### config.mk
export PLATFORM = sky130hd
export DESIGN_NAME = bnn_accum_ctrl
export DESIGN_NICKNAME = d
export VERILOG_FILES = /design/src/rtl/bnn_accum_ctrl_pkg.sv /design/src/rtl/bnn_accum_ctrl_alu.sv /design/src/rtl/bnn_accum_ctrl.sv
export SDC_FILE = /design/constraint.sdc
export NUM_CORES = 1
export LEC_CHECK = 0
export ABC_AREA = 1
export CORE_UTILIZATION = 41
export DETAILED_ROUTE_END_ITERATION = 8
export DONT_BUFFER_PORTS = 1
export HOLD_SLACK_MARGIN = 0.12
export PLACE_DENSITY = 0.6
export SYNTH_ARGS = -nofsm -noshare
export SYNTH_HDL_FRONTEND = slang
export SYNTH_SLANG_ARGS = --single-unit
export TNS_END_PERCENT = 10
### constraint.sdc
create_clock -name clk -period 4.25 [get_ports clk]
set_input_delay 1.0625 -clock clk [delete_from_list [all_inputs] [get_ports clk]]
set_output_delay 1.0625 -clock clk [all_outputs]
set_load 0.01 [all_outputs]
### src/rtl/bnn_accum_ctrl_pkg.sv
// Shared types and constants for the binary neural-net accumulate controller.
package bnn_accum_ctrl_pkg;

   localparam int unsigned ACC_WIDTH_DEF = 12;

   localparam logic ALU_OP_ADD1 = 1'b0;
   localparam logic ALU_OP_SUB1 = 1'b1;

   typedef enum logic [1:0] {
      IDLE = 2'd0,
      RUN  = 2'd1,
      DONE = 2'd2
   } state_t;

endpackage

### src/rtl/bnn_accum_ctrl_alu.sv
// Increment/decrement ALU: passes alu_in_b through when the activation bit is 0.
module bnn_accum_ctrl_alu
   import bnn_accum_ctrl_pkg::*;
#(
   parameter int unsigned alu_width = ACC_WIDTH_DEF
) (
   input  logic                        alu_in_a_lsb,
   input  logic                        alu_op,
   input  logic signed [alu_width-1:0] alu_in_b,
   output logic signed [alu_width-1:0] alu_out_c
);

   always_comb begin
      alu_out_c = alu_in_b;
      if (alu_in_a_lsb) begin
         if (alu_op == ALU_OP_SUB1) begin
            alu_out_c = alu_in_b - alu_width'(1);
         end else begin
            alu_out_c = alu_in_b + alu_width'(1);
         end
      end
   end

endmodule

### src/rtl/bnn_accum_ctrl.sv
// Serial binary dot-product accumulator: one activation/weight pair per RUN cycle,
// result held in DONE until the downstream handshake.
module bnn_accum_ctrl
   import bnn_accum_ctrl_pkg::*;
#(
   parameter int unsigned VEC_LEN   = 16,
   parameter int unsigned ACC_WIDTH = ACC_WIDTH_DEF
) (
   input  logic                        clk,
   input  logic                        rst_n,
   input  logic                        in_valid,
   output logic                        in_ready,
   input  logic [VEC_LEN-1:0]          in_act,
   input  logic [VEC_LEN-1:0]          in_wgt,
   input  logic signed [ACC_WIDTH-1:0] in_bias,
   output logic                        out_valid,
   input  logic                        out_ready,
   output logic signed [ACC_WIDTH-1:0] out_acc,
   output logic                        busy
);

   localparam int unsigned CNT_W = $clog2(VEC_LEN) + 1;
   localparam logic [CNT_W-1:0] CNT_LAST = CNT_W'(VEC_LEN - 1);

   state_t                      state_q, state_d;
   logic [VEC_LEN-1:0]          act_sr_q, act_sr_d;
   logic [VEC_LEN-1:0]          wgt_sr_q, wgt_sr_d;
   logic signed [ACC_WIDTH-1:0] acc_q, acc_d;
   logic [CNT_W-1:0]            cnt_q, cnt_d;
   logic                        in_ready_q, in_ready_d;
   logic                        out_valid_q, out_valid_d;
   logic                        busy_q, busy_d;
   logic signed [ACC_WIDTH-1:0] out_acc_q, out_acc_d;

   logic                        alu_in_a_lsb;
   logic                        alu_op;
   logic signed [ACC_WIDTH-1:0] alu_in_b;
   logic signed [ACC_WIDTH-1:0] alu_out;

   assign alu_in_a_lsb = act_sr_q[0];
   assign alu_op       = wgt_sr_q[0];
   assign alu_in_b     = acc_q;

   bnn_accum_ctrl_alu #(
      .alu_width (ACC_WIDTH)
   ) u_alu (
      .alu_in_a_lsb (alu_in_a_lsb),
      .alu_op       (alu_op),
      .alu_in_b     (alu_in_b),
      .alu_out_c    (alu_out)
   );

   // Next-state and registered-output logic
   always_comb begin
      state_d     = state_q;
      act_sr_d    = act_sr_q;
      wgt_sr_d    = wgt_sr_q;
      acc_d       = acc_q;
      cnt_d       = cnt_q;
      in_ready_d  = in_ready_q;
      out_valid_d = out_valid_q;
      busy_d      = busy_q;
      out_acc_d   = out_acc_q;

      case (state_q)
         IDLE: begin
            if (in_valid && in_ready_q) begin
               act_sr_d   = in_act;
               wgt_sr_d   = in_wgt;
               acc_d      = in_bias;
               cnt_d      = '0;
               state_d    = RUN;
               in_ready_d = 1'b0;
               busy_d     = 1'b1;
            end
         end
         RUN: begin
            acc_d    = alu_out;
            act_sr_d = act_sr_q >> 1;
            wgt_sr_d = wgt_sr_q >> 1;
            cnt_d    = cnt_q + CNT_W'(1);
            if (cnt_q == CNT_LAST) begin
               state_d     = DONE;
               out_valid_d = 1'b1;
               out_acc_d   = alu_out;
            end
         end
         DONE: begin
            if (out_ready) begin
               state_d     = IDLE;
               out_valid_d = 1'b0;
               out_acc_d   = '0;
               busy_d      = 1'b0;
               in_ready_d  = 1'b1;
            end
         end
         default: begin
            state_d     = IDLE;
            out_valid_d = 1'b0;
            out_acc_d   = '0;
            busy_d      = 1'b0;
            in_ready_d  = 1'b1;
         end
      endcase
   end

   always_ff @(posedge clk or negedge rst_n) begin
      if (!rst_n) begin
         state_q     <= IDLE;
         act_sr_q    <= '0;
         wgt_sr_q    <= '0;
         acc_q       <= '0;
         cnt_q       <= '0;
         in_ready_q  <= 1'b1;
         out_valid_q <= 1'b0;
         busy_q      <= 1'b0;
         out_acc_q   <= '0;
      end else begin
         state_q     <= state_d;
         act_sr_q    <= act_sr_d;
         wgt_sr_q    <= wgt_sr_d;
         acc_q       <= acc_d;
         cnt_q       <= cnt_d;
         in_ready_q  <= in_ready_d;
         out_valid_q <= out_valid_d;
         busy_q      <= busy_d;
         out_acc_q   <= out_acc_d;
      end
   end

   assign in_ready  = in_ready_q;
   assign out_valid = out_valid_q;
   assign busy      = busy_q;
   assign out_acc   = out_acc_q;

endmodule

# After elaboration in Yosys (flattened, before gate mapping)
# Index checks and enable logic that the tools add are counted.
# classes
addsub	3
eq_ne	6
n_mux	25
bitwise_logic	2
reduce_logical	7
# op_table
op	count
$pmux W16 S2	2
$mux W12	5
$pmux W12 S3	1
$mux W16	2
$pmux W12 S2	1
$add A12 B2 Y12 const B	1
$sub A12 B2 Y12 const B	1
$pmux W5 S2	1
$pmux W1 S3	3
$reduce_and A3 Y1	3
$mux W2	3
$ne A2 B2 Y1 const B	3
$pmux W2 S3	1
$add A5 B1 Y5 const B	1
$eq A5 B4 Y1 const B	1
$mux W1	5
$mux W5	1
$eq A2 B1 Y1 const B	1
$eq A2 B2 Y1 const B	1
$logic_not A2 Y1	1
$not A1 Y1	2
$reduce_and A2 Y1	1
$reduce_bool A2 Y1	1
$logic_and A1 B1 Y1	1
# word_totals
regBits	66
out_inout_bits	15
word_cells	52

# Logic depth before layout (Yosys ltp)
# depth
ltp_word	5
mapped_depth	11
ltp_nobuf	11

# Hierarchy
# Synthesis repeated with hierarchy kept, for this count alone.
# unflattened
hier_cells	594
area_unflattened_um2	4151.5
# modules_own_cells
mod	instances	cells_each	area_each_um2	seq_area_each_um2
bnn_accum_ctrl	1	443	3398.3	1652.8
bnn_accum_ctrl_alu	1	151	753.2	0.0

# Worst setup path before layout
# No wires, ideal clock.
# synth_timing
path_type	input -> register
from	in in_valid
to	reg acc_q[8]
t_arrival_ns	1.808
setup_slack_ns	2.313
cell_stages	8
n_path_buf	1
cell_sequence	nand2_1 nor2_4 inv_2 nand2_2 inv_1 buf_4 a21oi_1 a21oi_1
# synth_between
elab_chain_len	3
# synth_lines
item	line_no	rtl
from (decl)	bnn_accum_ctrl.sv:11	input logic in_valid,
$logic_and A1 B1 Y1	bnn_accum_ctrl.sv:67	if (in_valid && in_ready_q) begin
$ne A2 B2 Y1 (no source line)	n/a	
$reduce_and A2 Y1 (no source line)	n/a	
to (signal assigned)	bnn_accum_ctrl.sv:112	acc_q <= '0;
to (signal assigned)	bnn_accum_ctrl.sv:122	acc_q <= acc_d;
to (decl)	bnn_accum_ctrl.sv:28	logic signed [ACC_WIDTH-1:0] acc_q, acc_d;
# Every way passes these cells.
# A chain may end at the register's enable or synchronous reset.

# Final worst setup path
# layout_timing
from	in in_valid
to	reg acc_q[4]
# The elaborated chain is that of the path after synthesis.

==> summary.txt <==
Timing
  • Min Clock Period, post-route: 2.37 ns
  • RSZ-0062 raised after global routing: false
  • Setup_tns: 0 ns
  • Least-Margin Pin Slew: 0.864 ns
  • Fin. Hold Viols: 0
  • Worst relative slew slack: 0.422
  • Final Max Tran Viols: 0
  • Fmax: 422 MHz
  • Worst Clk Skew: 0.00985 ns
  • # setup viols final: 0
  • Final worst slack: 1.88 ns
  • Final Cycle Share: 0.558

Clocking
  • Clock Latency Late Sink: 0.35 ns
  • Clk buf depth: 2
  • Post-CTS Resized: 0
  • Worst-path clk slew: 0.08 ns
  • Setup Buffers After CTS: 0
  • Clock sink count: 66
  • Clock root buffer: clkbuf_8
  • CTS tree: done
  • CTS Buf Count: 9
  • CTS Hold Bufs: 0
  • H-tree Lvls: 3

Route
  • Total Wirelength: 8.18 mm
  • Antenna-violating nets left: 0
  • First DRT Iteration DRCs: 118
  • Total number of vias: 2982
  • Via-to-Cell Ratio: 5.14
  • Drt drc: 0
  • Average wire per standard cell: 14.1 um
  • 1st-pass router iterations: 4

Floorplan
  • Starting density of the core: 0.422
  • Core ar.: 8680 um^2
  • IO Pins: 63
  • Die H: 96.5 um
  • Die Area: 9320 um^2
  • Std cell rows: 34
  • Die X: 96.5 um

Critical path
  • CP required: 4.45 ns
  • Worst r2r dst: out_acc[8]$_DFFE_PN0P_
  • Crit start category: input pin
  • CP max FO: 35
  • R2R setup slack: 1.95 ns
  • Crit path launch: in_valid
  • Critical Path Sink: acc_q[4]$_DFFE_PN0P_
  • CP arrival: 2.57 ns
  • Critical path capture point type: flop
  • Worst R2R Path Depth: 9
  • Worst r2r src: wgt_sr_q[0]$_DFFE_PN0P_
  • Critical path type: input pin to flop

Synthesis
  • Top-area cell type share of the netlist area: 0.444
  • Post-synth EDFFs: 0
  • Synth unique cells: 31
  • Post-Syn Instances: 476
  • Post-Syn Nets: 537
  • Leading area contributor after synthesis: dfrtp_1
  • Synth top area cells: dfrtp_1 44%, nand2_1 11%, o21ai_0 6.6%, inv_1 6.4%, o211ai_1 5.9%
  • Yosys reg bits: 66
  • Post-synth ARST share: 1.00
  • Post-Syn Area: 3660 um^2
  • Most frequent cell after synthesis: nand2_1
  • Commonest cells post-synth: 111 x nand2_1, 65 x dfrtp_1, 62 x inv_1
  • Sequential cell area fraction in the yosys report: 0.451
  • Ys Warns: 0
  • Main synth FF type: dfrtp_1
  • Mean Syn Cell Area: 7.70 um^2

Run status
  • Status: finished clean

Finish
  • Area Overhead vs Synth: 7.17%
  • Fin util: 0.452
  • Fillcell total: 900
  • Final #Nets: 528
  • Number of diodes: 0
  • Fraction of layout cells with a size suffix above 1: 0.0572

Global routing
  • Initial antenna violation count: 0
  • GRT Util Overall: 0.197
  • Total global routing overflow: 0
  • First-pass GRT wire length: 13.8 mm
  • Vias in the first global route: 2955
  • Pin count of the biggest net entering global routing: 68

Power and ir drop
  • Worst VDD drop: 0.347 mV
  • Leak: 1.93 nW
  • Final Power: 3.84 mW
  • PwrDens: 977 nW/um^2

Place
  • Pre-CTS setup slack: 1.52 ns
  • I/O Buffers: 0
  • Routability cong.: 0.870
  • Hpwl dp: 5.58 mm

Hold path
  • Worst Hold Class: input pin to asynchronous set/reset pin

Job
  • Max_cap viols: 0
-- placed cells by master (no fill, tap or decap), types with 2 or more instances in the layout --
cell	synthesis	layout
nand2_1	111	111
dfrtp_1	65	65
inv_1	62	62
nor2_1	48	48
o21ai_0	48	48
a21oi_1	29	29
o211ai_1	29	29
nand3_1	16	16
ha_1	12	12
clkbuf_8	0	10
o21ai_1	8	8
inv_2	4	4
nand4_1	3	3
xnor2_1	3	3
nor2_4	2	2
xor2_1	2	2
bufinv_16	0	2
inv_6	0	2
buf_4	6	2
-- power by group --
group	switching [mW]	total, mW	internal, mW
Combinational	1.28	2.03	0.746
Sequential	0.246	1.20	0.951
Clock	0.260	0.610	0.351
Total	1.79	3.84	2.05
-- worst min-delay path by stage --
stage	from	end	slack, ns
6_report	rst_n	acc_q[7]$_DFFE_PN0P_	0.40
3_5_place_dp	wgt_sr_q[1]$_DFFE_PN0P_	wgt_sr_q[1]$_DFFE_PN0P_	0.47
2_1_floorplan	wgt_sr_q[1]$_DFFE_PN0P_	wgt_sr_q[1]$_DFFE_PN0P_	0.45
5_1_grt	rst_n	wgt_sr_q[7]$_DFFE_PN0P_	0.37
3_3_place_gp	wgt_sr_q[1]$_DFFE_PN0P_	wgt_sr_q[1]$_DFFE_PN0P_	0.47
4_1_cts	rst_n	wgt_sr_q[10]$_DFFE_PN0P_	0.38
-- area by class of cell --
| class | instances | area (um^2) | share of cell area |
|---|---|---|---|
| clock buffers | 11 | 141 | 0.0360 |
| clock inverters | 5 | 85.1 | 0.0217 |
| inverters | 66 | 248 | 0.0631 |
| multi-input cells | 322 | 1650 | 0.420 |
| flip-flops and latches | 66 | 1650 | 0.421 |
| well taps | 108 | 135 | 0.0344 |
| repair buffers | 2 | 15.0 | 0.00382 |
-- per-layer routing --
layer  up-vias  global-route usage  routed length (um)
li1       1528                   -                   -
met3        10              0.0759                 614
met4         0              0.0650                 142
met5         -                   0                   0
met1      1379               0.235                3590
met2        65               0.327                3840
-- sequential cells by signal, summed over array words and instances (netlist names) --
register,count
wgt_sr_q,16
out_acc,12
cnt_q,5
busy,1
out_valid,1
in_ready,1
acc_q,12
act_sr_q,16
state_q,2
-- critical path, stage by stage --
cell and delay (ns):
nand2_1 0.09, nor2_4 0.17, inv_2 0.07, nand2_2 0.43, inv_1 0.43, a21oi_1 0.23
a22oi_1 0.08
-- logic make-up (layout without fill, tap and decap cells) --
| kind of cell | after synthesis | in the layout | synth area share |
|---|---|---|---|
| compound gates | 120 | 120 | 0.189 |
| xor+xnor | 5 | 5 | 0.0120 |
| fa+ha+maj | 13 | 13 | 0.0464 |
| buf+inv | 88 | 84 | 0.0987 |
| flops | 66 | 66 | 0.451 |
| simple gates | 184 | 184 | 0.203 |
-- stage by stage --
step           std cells  hold WS (ns)  instance area [um^2]
3_3_place_gp         564         0.470                  3700
5_1_grt              580         0.370                  3930
6_report             580         0.400                  3930
4_1_cts              580         0.379                  3930
2_1_floorplan        476         0.453                  3660
3_5_place_dp         564         0.474                  3700
No activity file was read; power rests on OpenSTA's default activity.
